==> src/rtl/img_data_unpkt.sv <==
// img_data_unpkt: receive-side image depacketiser.
// Finds the frame head word and latches the {H,V} resolution that follows it.
// It then tags each pixel word with its x/y coordinate and line/frame markers.
// Malformed frames are dropped with an error strobe, and the block
// resynchronises on the next head word seen at the start of a packet.
module img_data_unpkt #(
    parameter logic [31:0] IMG_FRAME_HEAD = 32'hf05aa50f,
    parameter logic [15:0] MAX_H_PIXEL    = 16'd1920,
    parameter logic [15:0] MAX_V_PIXEL    = 16'd1080
) (
    input  logic        eth_rx_clk,
    input  logic        rst,
    input  logic        rx_enable,
    input  logic        udp_rec_en,
    input  logic [31:0] udp_rec_data,
    input  logic        udp_rec_pkt_done,
    output logic        img_frame_start,
    output logic [15:0] img_h_pixel,
    output logic [15:0] img_v_pixel,
    output logic        img_data_en,
    output logic [31:0] img_data,
    output logic [15:0] img_x,
    output logic [15:0] img_y,
    output logic        img_line_end,
    output logic        img_frame_done,
    output logic        err_pulse,
    output logic [1:0]  err_code
);

    typedef enum logic [1:0] {
        ST_IDLE,
        ST_RES,
        ST_DATA
    } state_t;

    localparam logic [1:0] ERR_RES     = 2'd1;
    localparam logic [1:0] ERR_ALIGN   = 2'd2;
    localparam logic [1:0] ERR_RESTART = 2'd3;

    state_t      state_q, state_d;
    logic        first_word_q, first_word_d;
    logic        line_closed_q, line_closed_d;
    logic [15:0] x_q, x_d;
    logic [15:0] y_q, y_d;
    logic [15:0] h_q, h_d;
    logic [15:0] v_q, v_d;

    logic        frame_start_q, frame_start_d;
    logic        data_en_q, data_en_d;
    logic [31:0] data_q, data_d;
    logic [15:0] img_x_q, img_x_d;
    logic [15:0] img_y_q, img_y_d;
    logic        line_end_q, line_end_d;
    logic        frame_done_q, frame_done_d;
    logic        err_pulse_q, err_pulse_d;
    logic [1:0]  err_code_q, err_code_d;

    logic [15:0] res_h;
    logic [15:0] res_v;
    logic        res_bad;
    logic        is_head;
    logic        last_col;
    logic        last_row;

    assign res_h    = udp_rec_data[31:16];
    assign res_v    = udp_rec_data[15:0];
    assign res_bad  = (res_h == '0) || (res_v == '0) ||
                      (res_h > MAX_H_PIXEL) || (res_v > MAX_V_PIXEL);
    assign is_head  = first_word_q && (udp_rec_data == IMG_FRAME_HEAD);
    assign last_col = (x_q == h_q - 16'd1);
    assign last_row = (y_q == v_q - 16'd1);

    // Next-state and registered-output computation for one received cycle.
    always_comb begin
        state_d       = state_q;
        line_closed_d = line_closed_q;
        x_d           = x_q;
        y_d           = y_q;
        h_d           = h_q;
        v_d           = v_q;
        frame_start_d = 1'b0;
        data_en_d     = 1'b0;
        data_d        = data_q;
        img_x_d       = img_x_q;
        img_y_d       = img_y_q;
        line_end_d    = 1'b0;
        frame_done_d  = 1'b0;
        err_pulse_d   = 1'b0;
        err_code_d    = err_code_q;

        // Packet boundary tracking is independent of rx_enable.
        if (udp_rec_pkt_done) begin
            first_word_d = 1'b1;
        end else if (udp_rec_en) begin
            first_word_d = 1'b0;
        end else begin
            first_word_d = first_word_q;
        end

        if (!rx_enable) begin
            state_d       = ST_IDLE;
            line_closed_d = 1'b0;
            x_d           = '0;
            y_d           = '0;
        end else begin
            if (udp_rec_en) begin
                case (state_q)
                    ST_IDLE: begin
                        if (is_head) begin
                            state_d = ST_RES;
                        end
                    end
                    ST_RES: begin
                        if (res_bad) begin
                            err_pulse_d = 1'b1;
                            err_code_d  = ERR_RES;
                            state_d     = ST_IDLE;
                        end else begin
                            h_d           = res_h;
                            v_d           = res_v;
                            frame_start_d = 1'b1;
                            x_d           = '0;
                            y_d           = '0;
                            line_closed_d = 1'b0;
                            state_d       = ST_DATA;
                        end
                    end
                    ST_DATA: begin
                        if (is_head) begin
                            err_pulse_d = 1'b1;
                            err_code_d  = ERR_RESTART;
                            state_d     = ST_RES;
                        end else if (line_closed_q) begin
                            err_pulse_d = 1'b1;
                            err_code_d  = ERR_ALIGN;
                            state_d     = ST_IDLE;
                        end else begin
                            data_en_d = 1'b1;
                            data_d    = udp_rec_data;
                            img_x_d   = x_q;
                            img_y_d   = y_q;
                            if (last_col) begin
                                line_end_d    = 1'b1;
                                x_d           = '0;
                                y_d           = y_q + 16'd1;
                                line_closed_d = 1'b1;
                                if (last_row) begin
                                    frame_done_d = 1'b1;
                                    state_d      = ST_IDLE;
                                end
                            end else begin
                                x_d = x_q + 16'd1;
                            end
                        end
                    end
                    default: state_d = ST_IDLE;
                endcase
            end

            // Packet end is judged on the state left after this cycle's word.
            if (udp_rec_pkt_done) begin
                line_closed_d = 1'b0;
                if ((state_d == ST_RES) || ((state_d == ST_DATA) && (x_d != '0))) begin
                    err_pulse_d = 1'b1;
                    err_code_d  = ERR_ALIGN;
                    state_d     = ST_IDLE;
                end
            end
        end
    end

    // State, counters and output registers with asynchronous reset.
    always_ff @(posedge eth_rx_clk or posedge rst) begin
        if (rst) begin
            state_q       <= ST_IDLE;
            first_word_q  <= 1'b1;
            line_closed_q <= 1'b0;
            x_q           <= '0;
            y_q           <= '0;
            h_q           <= '0;
            v_q           <= '0;
            frame_start_q <= 1'b0;
            data_en_q     <= 1'b0;
            data_q        <= '0;
            img_x_q       <= '0;
            img_y_q       <= '0;
            line_end_q    <= 1'b0;
            frame_done_q  <= 1'b0;
            err_pulse_q   <= 1'b0;
            err_code_q    <= '0;
        end else begin
            state_q       <= state_d;
            first_word_q  <= first_word_d;
            line_closed_q <= line_closed_d;
            x_q           <= x_d;
            y_q           <= y_d;
            h_q           <= h_d;
            v_q           <= v_d;
            frame_start_q <= frame_start_d;
            data_en_q     <= data_en_d;
            data_q        <= data_d;
            img_x_q       <= img_x_d;
            img_y_q       <= img_y_d;
            line_end_q    <= line_end_d;
            frame_done_q  <= frame_done_d;
            err_pulse_q   <= err_pulse_d;
            err_code_q    <= err_code_d;
        end
    end

    assign img_frame_start = frame_start_q;
    assign img_h_pixel     = h_q;
    assign img_v_pixel     = v_q;
    assign img_data_en     = data_en_q;
    assign img_data        = data_q;
    assign img_x           = img_x_q;
    assign img_y           = img_y_q;
    assign img_line_end    = line_end_q;
    assign img_frame_done  = frame_done_q;
    assign err_pulse       = err_pulse_q;
    assign err_code        = err_code_q;

endmodule

==> config.mk <==
export PLATFORM = sky130hd
export DESIGN_NAME = img_data_unpkt
export DESIGN_NICKNAME = d
export VERILOG_FILES = /design/src/rtl/img_data_unpkt.sv
export SDC_FILE = /design/constraint.sdc
export NUM_CORES = 1
export LEC_CHECK = 0
export ABC_AREA = 1
export BUFFER_PORTS_ARGS = -buffer_cell sky130_fd_sc_hd__buf_2
export CAP_MARGIN = 10
export CORE_MARGIN = 4
export CORE_UTILIZATION = 35
export CTS_BUF_LIST = sky130_fd_sc_hd__clkbuf_8
export DETAILED_ROUTE_END_ITERATION = 7
export PLACE_DENSITY = 0.52
export SLEW_MARGIN = 40
export SYNTH_ARGS = -nofsm -noshare
export SYNTH_HDL_FRONTEND = slang
export SYNTH_SLANG_ARGS = --single-unit
export TNS_END_PERCENT = 50
==> constraint.sdc <==
create_clock -name eth_rx_clk -period 4.22 [get_ports eth_rx_clk]
set_input_delay 0.422 -clock eth_rx_clk [delete_from_list [all_inputs] [get_ports eth_rx_clk]]
set_output_delay 0.422 -clock eth_rx_clk [all_outputs]
set_load 0.05 [all_outputs]
==> results of run 1 <==
==> cells in the mapped netlist, types with 6 or more instances <==
cell / instances
a21oi_1: 34
buf_2: 7
clkbuf_1: 23
dfrtp_1: 138
ha_1: 8
inv_1: 145
nand2_1: 316
nand3_1: 60
nand4_1: 20
nor2_1: 109
nor2_4: 6
nor3_1: 19
nor4_1: 7
o21ai_0: 102
xnor2_1: 11
xor2_1: 36
==> final timing paths <==
kind	from	endpoint	slack, ns	depth (start not counted)
min	rst	img_data[14]$_DFFE_PP0P_	0.04	2
min in group eth_rx_clk	udp_rec_pkt_done	first_word_q$_DFFE_PP1P_	0.22	3
max	img_h_pixel[0]$_DFFE_PP0P_	y_q[15]$_DFFE_PP0P_	0.73	17
max reg2reg	img_h_pixel[0]$_DFFE_PP0P_	y_q[15]$_DFFE_PP0P_	0.73	17
max in group asynchronous	rst	img_y[12]$_DFFE_PP0P_	3.21	3
min reg2reg	img_y[12]$_DFFE_PP0P_	img_y[12]$_DFFE_PP0P_	0.48	2
==> power groups by stage <==
stage / clock network, uW / logic [uW] / registers [uW]
after floorplan: 0 / 55.8 / 1370
after global placement: 0 / 116 / 1370
after global routing: 1260 / 129 / 1340
after detailed placement: 0 / 115 / 1370
after CTS: 1210 / 115 / 1340
final: 1180 / 113 / 1340
==> routing by layer <==
metal | vias up | share of wire (%) | wire length [um] | global-route usage (%)
li1 | 3691 | - | - | -
met4 | 0 | 2.2 | 523 | 5.89
met2 | 202 | 45 | 10800 | 30.6
met5 | - | 0 | 0 | 0
met3 | 31 | 4.7 | 1130 | 3.72
met1 | 3449 | 48 | 11700 | 28.1
==> critical path: stages, from the launching register on <==
cell,delay [ns]
dfrtp_1,0.46
inv_1,0.24
ha_1,0.25
inv_1,0.07
nor2_1,0.17
nand3_1,0.23
o21bai_2,0.19
nand2_1,0.06
nor2_1,0.11
nand3_1,0.09
nor2_1,0.16
nand2_1,0.08
nand2_1,0.06
nand2_1,0.22
inv_1,0.56
nand4_1,0.19
xor2_1,0.18
a21oi_1,0.11
==> final cells by class <==
| type | count | area (um2) | share of cell area [%] |
|---|---|---|---|
| multi-input cells | 764 | 3740 | 40.3 |
| clock buffers | 17 | 234 | 2.52 |
| repair buffers | 144 | 733 | 7.89 |
| clock inverters | 15 | 186 | 2.01 |
| flip-flops and latches | 139 | 3480 | 37.4 |
| well taps | 280 | 350 | 3.77 |
| inverters | 149 | 566 | 6.09 |
==> cells in the final DEF (no fill, tap or decap), types with 2 or more instances in the layout <==
cell,n
a21oi_1,34
and3_1,2
buf_2,139
buf_4,5
bufinv_16,3
clkbuf_8,17
clkinv_2,2
clkinv_4,2
clkinvlp_4,2
dfrtp_1,138
ha_1,8
inv_1,145
inv_2,3
inv_6,6
nand2_1,314
nand2_2,5
nand2_4,4
nand3_1,60
nand3_2,2
nand3b_1,4
nand4_1,20
nor2_1,109
nor2_2,3
nor2_4,6
nor3_1,19
nor4_1,7
o21ai_0,102
o21ai_1,2
o22ai_1,4
or2_2,2
xnor2_1,11
xor2_1,36
==> registers in the layout, indices dropped and copies added (netlist names), 2 cells and up <==
register     flops
x_q             16
img_v_pixel     16
err_code         2
img_y           16
img_h_pixel     16
img_data        32
state_q          2
img_x           16
y_q             16
==> stage by stage <==
step	cells	utilization [%]
2_1_floorplan	1083	-
3_3_place_gp	1476	40.3
3_5_place_dp	1476	40.3
4_1_cts	1508	42.2
5_1_grt	1508	42.2
6_report	1508	42.2
==> logic make-up (layout without fill, tap and decap cells) <==
group	Yosys count	after routing	share of synthesized area [%]
compound gates	148	148	9.77
xor+xnor	48	48	5.49
fa+ha+maj	8	8	1.27
buf+inv	180	325	8.77
flops	139	139	44.0
simple gates	560	560	30.7
==> results.py, run 1 <==
metrics = {
    "sta": {
        "period_needed_ns": 3.49,
        "final-setup-viol-count": 0,
        "whs_ns": 0.0444,
        "setup_ws_ns": 0.727,
        "relSlewSlack_pct": 52.8,
        "setup-tns-final_ns": 0,
        "period_share_pct": 82.8,
        "tightestPinTransition_ns": 0.709,
        "fin_skew_ns": 0.0168,
        "max_freq_mhz": 286,
        "rsz0062_at_grt": "false",
        "finalHoldViolCount": 0,
        "slew_violations": 0,
    },
    "logic_synthesis": {
        "syn_area_um2": 7900,
        "synth_top_area_share_pct": 43.7,
        "synth_seq_cells": 139,
        "synthArstFlopShare_pct": 100,
        "synth_cell_type_count": 39,
        "synth_cells": 1083,
        "synth_edf_count": 0,
        "ys_warn_count": 0,
        "ys_seq_area_share_pct": 44.0,
        "synth.avg_cell_area_um2": 7.30,
        "synth.area.top_cells": "dfrtp_1 44%, nand2_1 15%, inv_1 6.9%",
        "ys.flop_type": "dfrtp_1",
        "yosys.area.top_type": "dfrtp_1",
        "syn_nets": 1128,
    },
    "power_and_ir_drop": {
        "p_sw_uw": 671,
        "clockPowerShare_pct": 44.8,
        "swShare_pct": 25.5,
        "combPwrFrac_pct": 4.3,
        "p_int_uw": 1960,
        "power_frac_seq_pct": 50.9,
        "power_uw": 2630,
        "power.density_nw_per_um2": 283,
        "peakVddDrop_mv": 0.188,
        "leakagePower_uw": 0.00516,
    },
    "min_path": {
        "hp-class": "input port to async pin",
    },
    "placement": {
        "io_buffers": 139,
        "placed_cell_area_um2": 8870,
        "place_ws_ns": 0.590,
        "detailed_place_hpwl_mm": 18.7,
        "place_congestion": 0.912,
    },
    "grt": {
        "grt_antenna_before_repair": 0,
        "grt_first_pass_wirelength_mm": 38.6,
        "grt_max_degree": 76,
        "grt.overflow.total": 0,
        "grt_use_total_pct": 19.7,
        "grt_pass1_vias": 6972,
    },
    "floorplanning": {
        "io_pins": 140,
        "initial_utilization_pct": 35.9,
        "num_rows": 54,
        "die_y_um": 158,
        "core-area_um2": 22000,
        "die_x_um": 158,
        "dieArea_um2": 25000,
    },
    "critical_path": {
        "cp.arrival_ns": 3.87,
        "crit_path_start_kind": "register",
        "crit_fanout": 22,
        "crit_path_end_kind": "register",
        "worstSetupPathType": "register to register",
        "worstPathRequired_ns": 4.60,
    },
    "detailed_routing": {
        "firstDrtPassIters": 5,
        "dr.first_iter.drc_count": 457,
        "routedWlPerCell_um": 16.0,
        "drcViolationCount": 0,
        "via_per_inst": 4.89,
        "wirelength_mm": 24.2,
        "antenna_left": 0,
        "route.vias.total": 7373,
    },
    "run_status": {
        "status": "finished clean",
    },
    "clock_tree": {
        "clk_path_buf_depth": 2,
        "cts-root-buf": "clkbuf_8",
        "cts_made_buffers": 17,
        "cts_setup_buffers": 0,
        "htreeDepth": 4,
        "cts_sinks": 139,
        "path_clk_slew_ns": 0.09,
        "cts_tree": "done",
        "hold_buffers": 0,
        "post_cts_resized": 0,
        "clock_latency_ns": 0.46,
    },
    "final_layout": {
        "n_antenna_cell": 0,
        "fill_cells": 2342,
        "syn_to_final_growth_pct": 17.6,
        "stdcell_area_um2": 9290,
        "final_layout_size_suffix_gt1_share_pct": 16.9,
        "fin_nets": 1260,
    },
    "run": {
        "cap_violations": 0,
    },
}
Power figures use the tool's default switching activity.
==> inputs of run 2 (changes only) <==
clock period = 3.1 ns   (was 4.22 ns; I/O delays follow)
==> results.py, run 2 (synthesized netlist as in run 1, its figures left out) <==
metrics = {
    "sta": {
        "relSlewSlack_pct": 50.1,
        "tightestPinTransition_ns": 0.748,
        "period_share_pct": 92.2,
        "final-setup-viol-count": 0,
        "finalHoldViolCount": 0,
        "period_needed_ns": 2.86,
        "max_freq_mhz": 350,
        "setup-tns-final_ns": 0,
        "whs_ns": 0.103,
        "fin_skew_ns": 0.0156,
        "slew_violations": 0,
    },
    "final_layout": {
        "largest_reg_flops": 32,
        "fin_nets": 1284,
        "final_layout_size_suffix_gt1_share_pct": 19.9,
        "n_antenna_cell": 0,
        "layout_common_cells": "311 x nand2_1, 142 x inv_1, 139 x buf_2",
        "mostFrequentLayoutCell": "nand2_1",
        "stdcell_area_um2": 9590,
        "syn_to_final_growth_pct": 21.3,
    },
    "floorplanning": {
        "io_pins": 140,
        "die_x_um": 158,
        "core-area_um2": 22000,
        "initial_utilization_pct": 35.9,
        "die_y_um": 158,
        "dieArea_um2": 25000,
        "num_rows": 54,
    },
    "clock_tree": {
        "cts_sinks": 139,
        "cts_made_buffers": 17,
        "cts_tree": "done",
        "clock_latency_ns": 0.46,
        "htreeDepth": 4,
        "clk_path_buf_depth": 2,
        "cts-root-buf": "clkbuf_8",
        "path_clk_slew_ns": 0.09,
    },
    "critical_path": {
        "crit_path_end_kind": "register",
        "crit_path_start_kind": "register",
        "r2r_slack_ns": 0.24,
        "crit_fanout": 19,
        "r2r-end": "y_q[14]$_DFFE_PP0P_",
        "worstPathRequired_ns": 3.48,
        "endpoint": "y_q[14]$_DFFE_PP0P_",
        "crit_start": "first_word_q$_DFFE_PP1P_",
        "r2r_cells": 14,
        "worstReg2RegStart": "first_word_q$_DFFE_PP1P_",
        "cp.arrival_ns": 3.23,
        "worstSetupPathType": "register to register",
    },
    "placement": {
        "place_congestion": 0.885,
        "placed_cell_area_um2": 9050,
        "io_buffers": 139,
        "detailed_place_hpwl_mm": 19.2,
    },
    "detailed_routing": {
        "dr.first_iter.drc_count": 399,
        "firstDrtPassIters": 5,
        "via_per_inst": 4.86,
        "drcViolationCount": 0,
        "dr_wl_met3_mm": 1.37,
        "route.vias.total": 7449,
        "antenna_left": 0,
        "wirelength_mm": 24.9,
        "highest_layer": "met4",
        "met1_length_mm": 11.7,
        "routedWlPerCell_um": 16.2,
        "routed-wl-met2_mm": 11.5,
    },
    "grt": {
        "grt_first_pass_wirelength_mm": 39.0,
        "grt_max_degree": 57,
        "grt_antenna_before_repair": 0,
        "grt.overflow.total": 0,
        "grt_pass1_vias": 7131,
        "grt_use_total_pct": 19.9,
    },
    "run_status": {
        "status": "finished clean",
    },
    "power_and_ir_drop": {
        "peakVddDrop_mv": 0.202,
        "power_uw": 3580,
        "power.density_nw_per_um2": 373,
        "leakagePower_uw": 0.00527,
    },
    "run": {
        "cap_violations": 0,
    },
    "min_path": {
        "hp-class": "input port to register",
    },
}
[run 2: cell count changes in the layout (fill, tap and decap cells not counted), moves of 3 or more]
cell,before,now
dfrtp_1,138,134
inv_1,145,142
nand2_2,5,9
nor2_1,109,105
clkinvlp_4,2,6
nand2_1,314,311
inv_6,6,0
buf_12,0,3
dfrtp_2,0,4
buf_4,5,24
nor2_4,6,9
[run 2: how the worst min path moves through the flow]
| stage | to | depth (start not counted) | from |
|---|---|---|---|
| 3_5_place_dp | img_data[21]$_DFFE_PP0P_ | 2 | rst |
| 5_1_grt | img_data[30]$_DFFE_PP0P_ | 3 | udp_rec_data[30] |
| 3_3_place_gp | img_data[21]$_DFFE_PP0P_ | 2 | rst |
| 6_report | first_word_q$_DFFE_PP1P_ | 3 | udp_rec_pkt_done |
| 4_1_cts | first_word_q$_DFFE_PP1P_ | 3 | udp_rec_pkt_done |
| 2_1_floorplan | first_word_q$_DFFE_PP1P_ | 2 | first_word_q$_DFFE_PP1P_ |
[run 2: timing repair]
action / in CTS / in global routing
setup buffers: 0 / 3
endpoints found under the hold margin: 17 / 0
setup endpoints to repair: 0 / 14
resized for setup: 0 / 25
hold buffers: 1 / 0
[run 2: area by class of cell]
class | instances | area, um2
inverter | 149 | 564
fill | 2308 | 12400
clock buffer | 18 | 248
multi-input combinational | 765 | 3820
sequential | 139 | 3480
tap | 280 | 350
clock inverter | 14 | 171
timing repair buffer | 167 | 946
[run 2: metrics by stage]
| step | cells | utilization, % | setup slack (ns) |
|---|---|---|---|
| global placement | 1495 | 41.1 | 0.0197 |
| detailed placement | 1495 | 41.1 | -0.0258 |
| global route | 1532 | 43.5 | -0.0144 |
| floorplan | 1083 | - | 0.245 |
| CTS | 1528 | 43.0 | 0.122 |
| finish | 1532 | 43.5 | 0.243 |
[run 2: where the power goes]
group / switching, uW / leakage [uW] / internal (uW) / total [uW]
clock: 771 / 0.000199 / 818 / 1590
combinational: 118 / 0.00315 / 45.6 / 164
sequential: 5.63 / 0.00193 / 1820 / 1820
[run 2: layer usage]
metal  track usage [%]  vias up
li1                  -     3742
met1              27.5     3462
met2              32.3      220
met3              4.29       25
met4              4.63        0
met5                 0        -
[run 2: critical path: stages, from the launching register on]
cell and delay (ns):
dfstp_2 0.40, nand4_1 0.12, inv_1 0.05, nand2_1 0.06, nor2_1 0.04, nand3_2 0.20
nand2_1 0.17, nand2_1 0.14, nand2_1 0.08, o21ai_0 0.45, nand2_1 0.13, inv_1 0.45
nand4_1 0.18, xor2_1 0.18, a21oi_1 0.11
==> inputs of run 3 (changes only) <==
CELL_PAD_IN_SITES_DETAIL_PLACEMENT = 1   (was unset)
CELL_PAD_IN_SITES_GLOBAL_PLACEMENT = 1   (was unset)
CTS_CLUSTER_DIAMETER = 200   (was unset)
PLACE_DENSITY = 0.7   (was 0.52)
TNS_END_PERCENT = unset   (was 50)
==> results.py, run 3 (synthesized netlist as in run 1, its figures left out) <==
metrics = {
    "sta": {
        "max_freq_mhz": 343,
        "final-setup-viol-count": 0,
        "fin_skew_ns": 0.0166,
        "finalHoldViolCount": 0,
        "tightestPinTransition_ns": 0.663,
        "period_needed_ns": 2.92,
        "relSlewSlack_pct": 55.8,
        "slew_violations": 0,
        "period_share_pct": 94.1,
        "whs_ns": 0.0964,
    },
    "detailed_routing": {
        "route.vias.total": 7651,
        "antenna_left": 0,
        "routedWlPerCell_um": 17.6,
        "via_per_inst": 4.98,
        "drcViolationCount": 0,
        "firstDrtPassIters": 6,
        "dr.first_iter.drc_count": 497,
        "wirelength_mm": 27.0,
    },
    "clock_tree": {
        "cts-root-buf": "clkbuf_8",
        "clock_latency_ns": 0.47,
        "cts_tree": "done",
        "path_clk_slew_ns": 0.10,
        "clk_path_buf_depth": 2,
        "cts_sinks": 139,
        "htreeDepth": 4,
        "cts_made_buffers": 17,
    },
    "placement": {
        "place_congestion": 0.879,
        "io_buffers": 139,
        "detailed_place_hpwl_mm": 20.9,
    },
    "critical_path": {
        "crit_path_start_kind": "register",
        "crit_path_end_kind": "register",
        "r2r_cells": 21,
        "r2r_slack_ns": 0.18,
        "worstPathRequired_ns": 3.42,
        "crit_fanout": 5,
        "r2r-end": "err_pulse$_DFF_PP0_",
        "cp.arrival_ns": 3.24,
        "worstSetupPathType": "register to register",
        "crit_start": "img_h_pixel[1]$_DFFE_PP0P_",
        "worstReg2RegStart": "img_h_pixel[1]$_DFFE_PP0P_",
    },
    "min_path": {
        "holdPathStages": 3,
        "worstHoldEndpoint": "first_word_q$_DFFE_PP1P_",
        "hp-class": "input port to register",
        "hp-start": "udp_rec_pkt_done",
    },
    "floorplanning": {
        "dieArea_um2": 25000,
        "io_pins": 140,
        "initial_utilization_pct": 35.9,
        "die_y_um": 158,
        "core-area_um2": 22000,
        "die_x_um": 158,
        "num_rows": 54,
    },
    "power_and_ir_drop": {
        "power.density_nw_per_um2": 366,
        "power_frac_seq_pct": 51.8,
        "p_int_uw": 2530,
        "p_sw_uw": 985,
        "combPwrFrac_pct": 4.9,
        "swShare_pct": 28.0,
        "leakagePower_uw": 0.00530,
        "clockPowerShare_pct": 43.2,
        "peakVddDrop_mv": 0.246,
    },
    "grt": {
        "grt_max_degree": 59,
        "grt.overflow.total": 0,
        "grt_pass1_vias": 7702,
        "grt_first_pass_wirelength_mm": 42.4,
        "grt_use_total_pct": 21.7,
        "grt_antenna_before_repair": 1,
    },
    "final_layout": {
        "layout_common_cells": "313 x nand2_1, 142 x inv_1, 139 x buf_2",
        "largest_reg_flops": 32,
        "final_layout_size_suffix_gt1_share_pct": 19.8,
        "finalCoreUtilization_pct": 43.6,
        "syn_to_final_growth_pct": 21.5,
        "mostFrequentLayoutCell": "nand2_1",
        "fin_nets": 1287,
    },
    "run_status": {
        "status": "finished clean",
    },
    "run": {
        "cap_violations": 0,
    },
}
-- run 3: worst max-delay path by stage --
stage               cells past startpoint                      end
floorplan                              24  err_code[0]$_DFFE_PP0P_
global placement                       19      err_pulse$_DFF_PP0_
detailed placement                     19      err_pulse$_DFF_PP0_
CTS                                    23      err_pulse$_DFF_PP0_
global route                           21      err_pulse$_DFF_PP0_
finish                                 21      err_pulse$_DFF_PP0_
-- run 3: layout make-up --
cell class / instances / area, um2
Fill cell: 2821 / 12400
Multi-Input combinational cell: 765 / 3810
Sequential cell: 139 / 3480
Timing Repair Buffer: 170 / 1010
Inverter: 149 / 564
Tap cell: 280 / 350
Clock buffer: 17 / 234
Clock inverter: 15 / 155
Antenna cell: 1 / 2.50
-- run 3: metrics by stage --
| step | setup WS (ns) | std cells | TNS (ns) | instance area, um2 | total power [uW] |
|---|---|---|---|---|---|
| floorplan | 0.245 | 1083 | 0 | 7910 | 1950 |
| global placement | 0.00441 | 1496 | 0 | 9090 | 2030 |
| detailed placement | 0.00596 | 1496 | 0 | 9090 | 2030 |
| CTS | 0.00851 | 1529 | 0 | 9490 | 3560 |
| global route | -0.0325 | 1536 | -0.0325 | 9600 | 3660 |
| finish | 0.182 | 1536 | 0 | 9600 | 3520 |
-- run 3: critical path, stage by stage, from the launching register on --
cell and delay, ns:
dfrtp_2 0.45, inv_2 0.08, ha_4 0.14, inv_1 0.07
nor2_2 0.11, nand3_1 0.15, o21bai_2 0.19, nand2_1 0.09
nor2_1 0.09, nand2_1 0.09, nor2_4 0.26, nand4_4 0.18
nand2_1 0.10, o21ai_0 0.11, nor2_1 0.10, nand2_1 0.09
nor2_2 0.13, nand2_1 0.08, nand2_1 0.07, nand2_2 0.06
nand2_2 0.07, a21oi_1 0.07
-- run 3: what timing repair did --
| action | in CTS | in global routing |
|---|---|---|
| resized for setup | 0 | 18 |
| endpoints found under the setup margin | 0 | 11 |
| hold buffers | 1 | 0 |
| setup buffers | 0 | 5 |
| endpoints found under the hold margin | 7 | 0 |
-- run 3: power groups by stage --
stage	clock network [uW]	logic, uW	registers [uW]
2_1_floorplan	0	76.3	1870
3_3_place_gp	0	174	1860
3_5_place_dp	0	175	1860
4_1_cts	1560	177	1820
5_1_grt	1640	196	1820
6_report	1520	174	1820
-- run 3: per-layer routing --
layer	global-route usage, %	vias up	share of wire, %
met2	35.9	164	47
li1	-	3744	-
met3	3.10	26	4.5
met4	5.04	0	1.5
met5	0	-	0
met1	30.4	3717	47
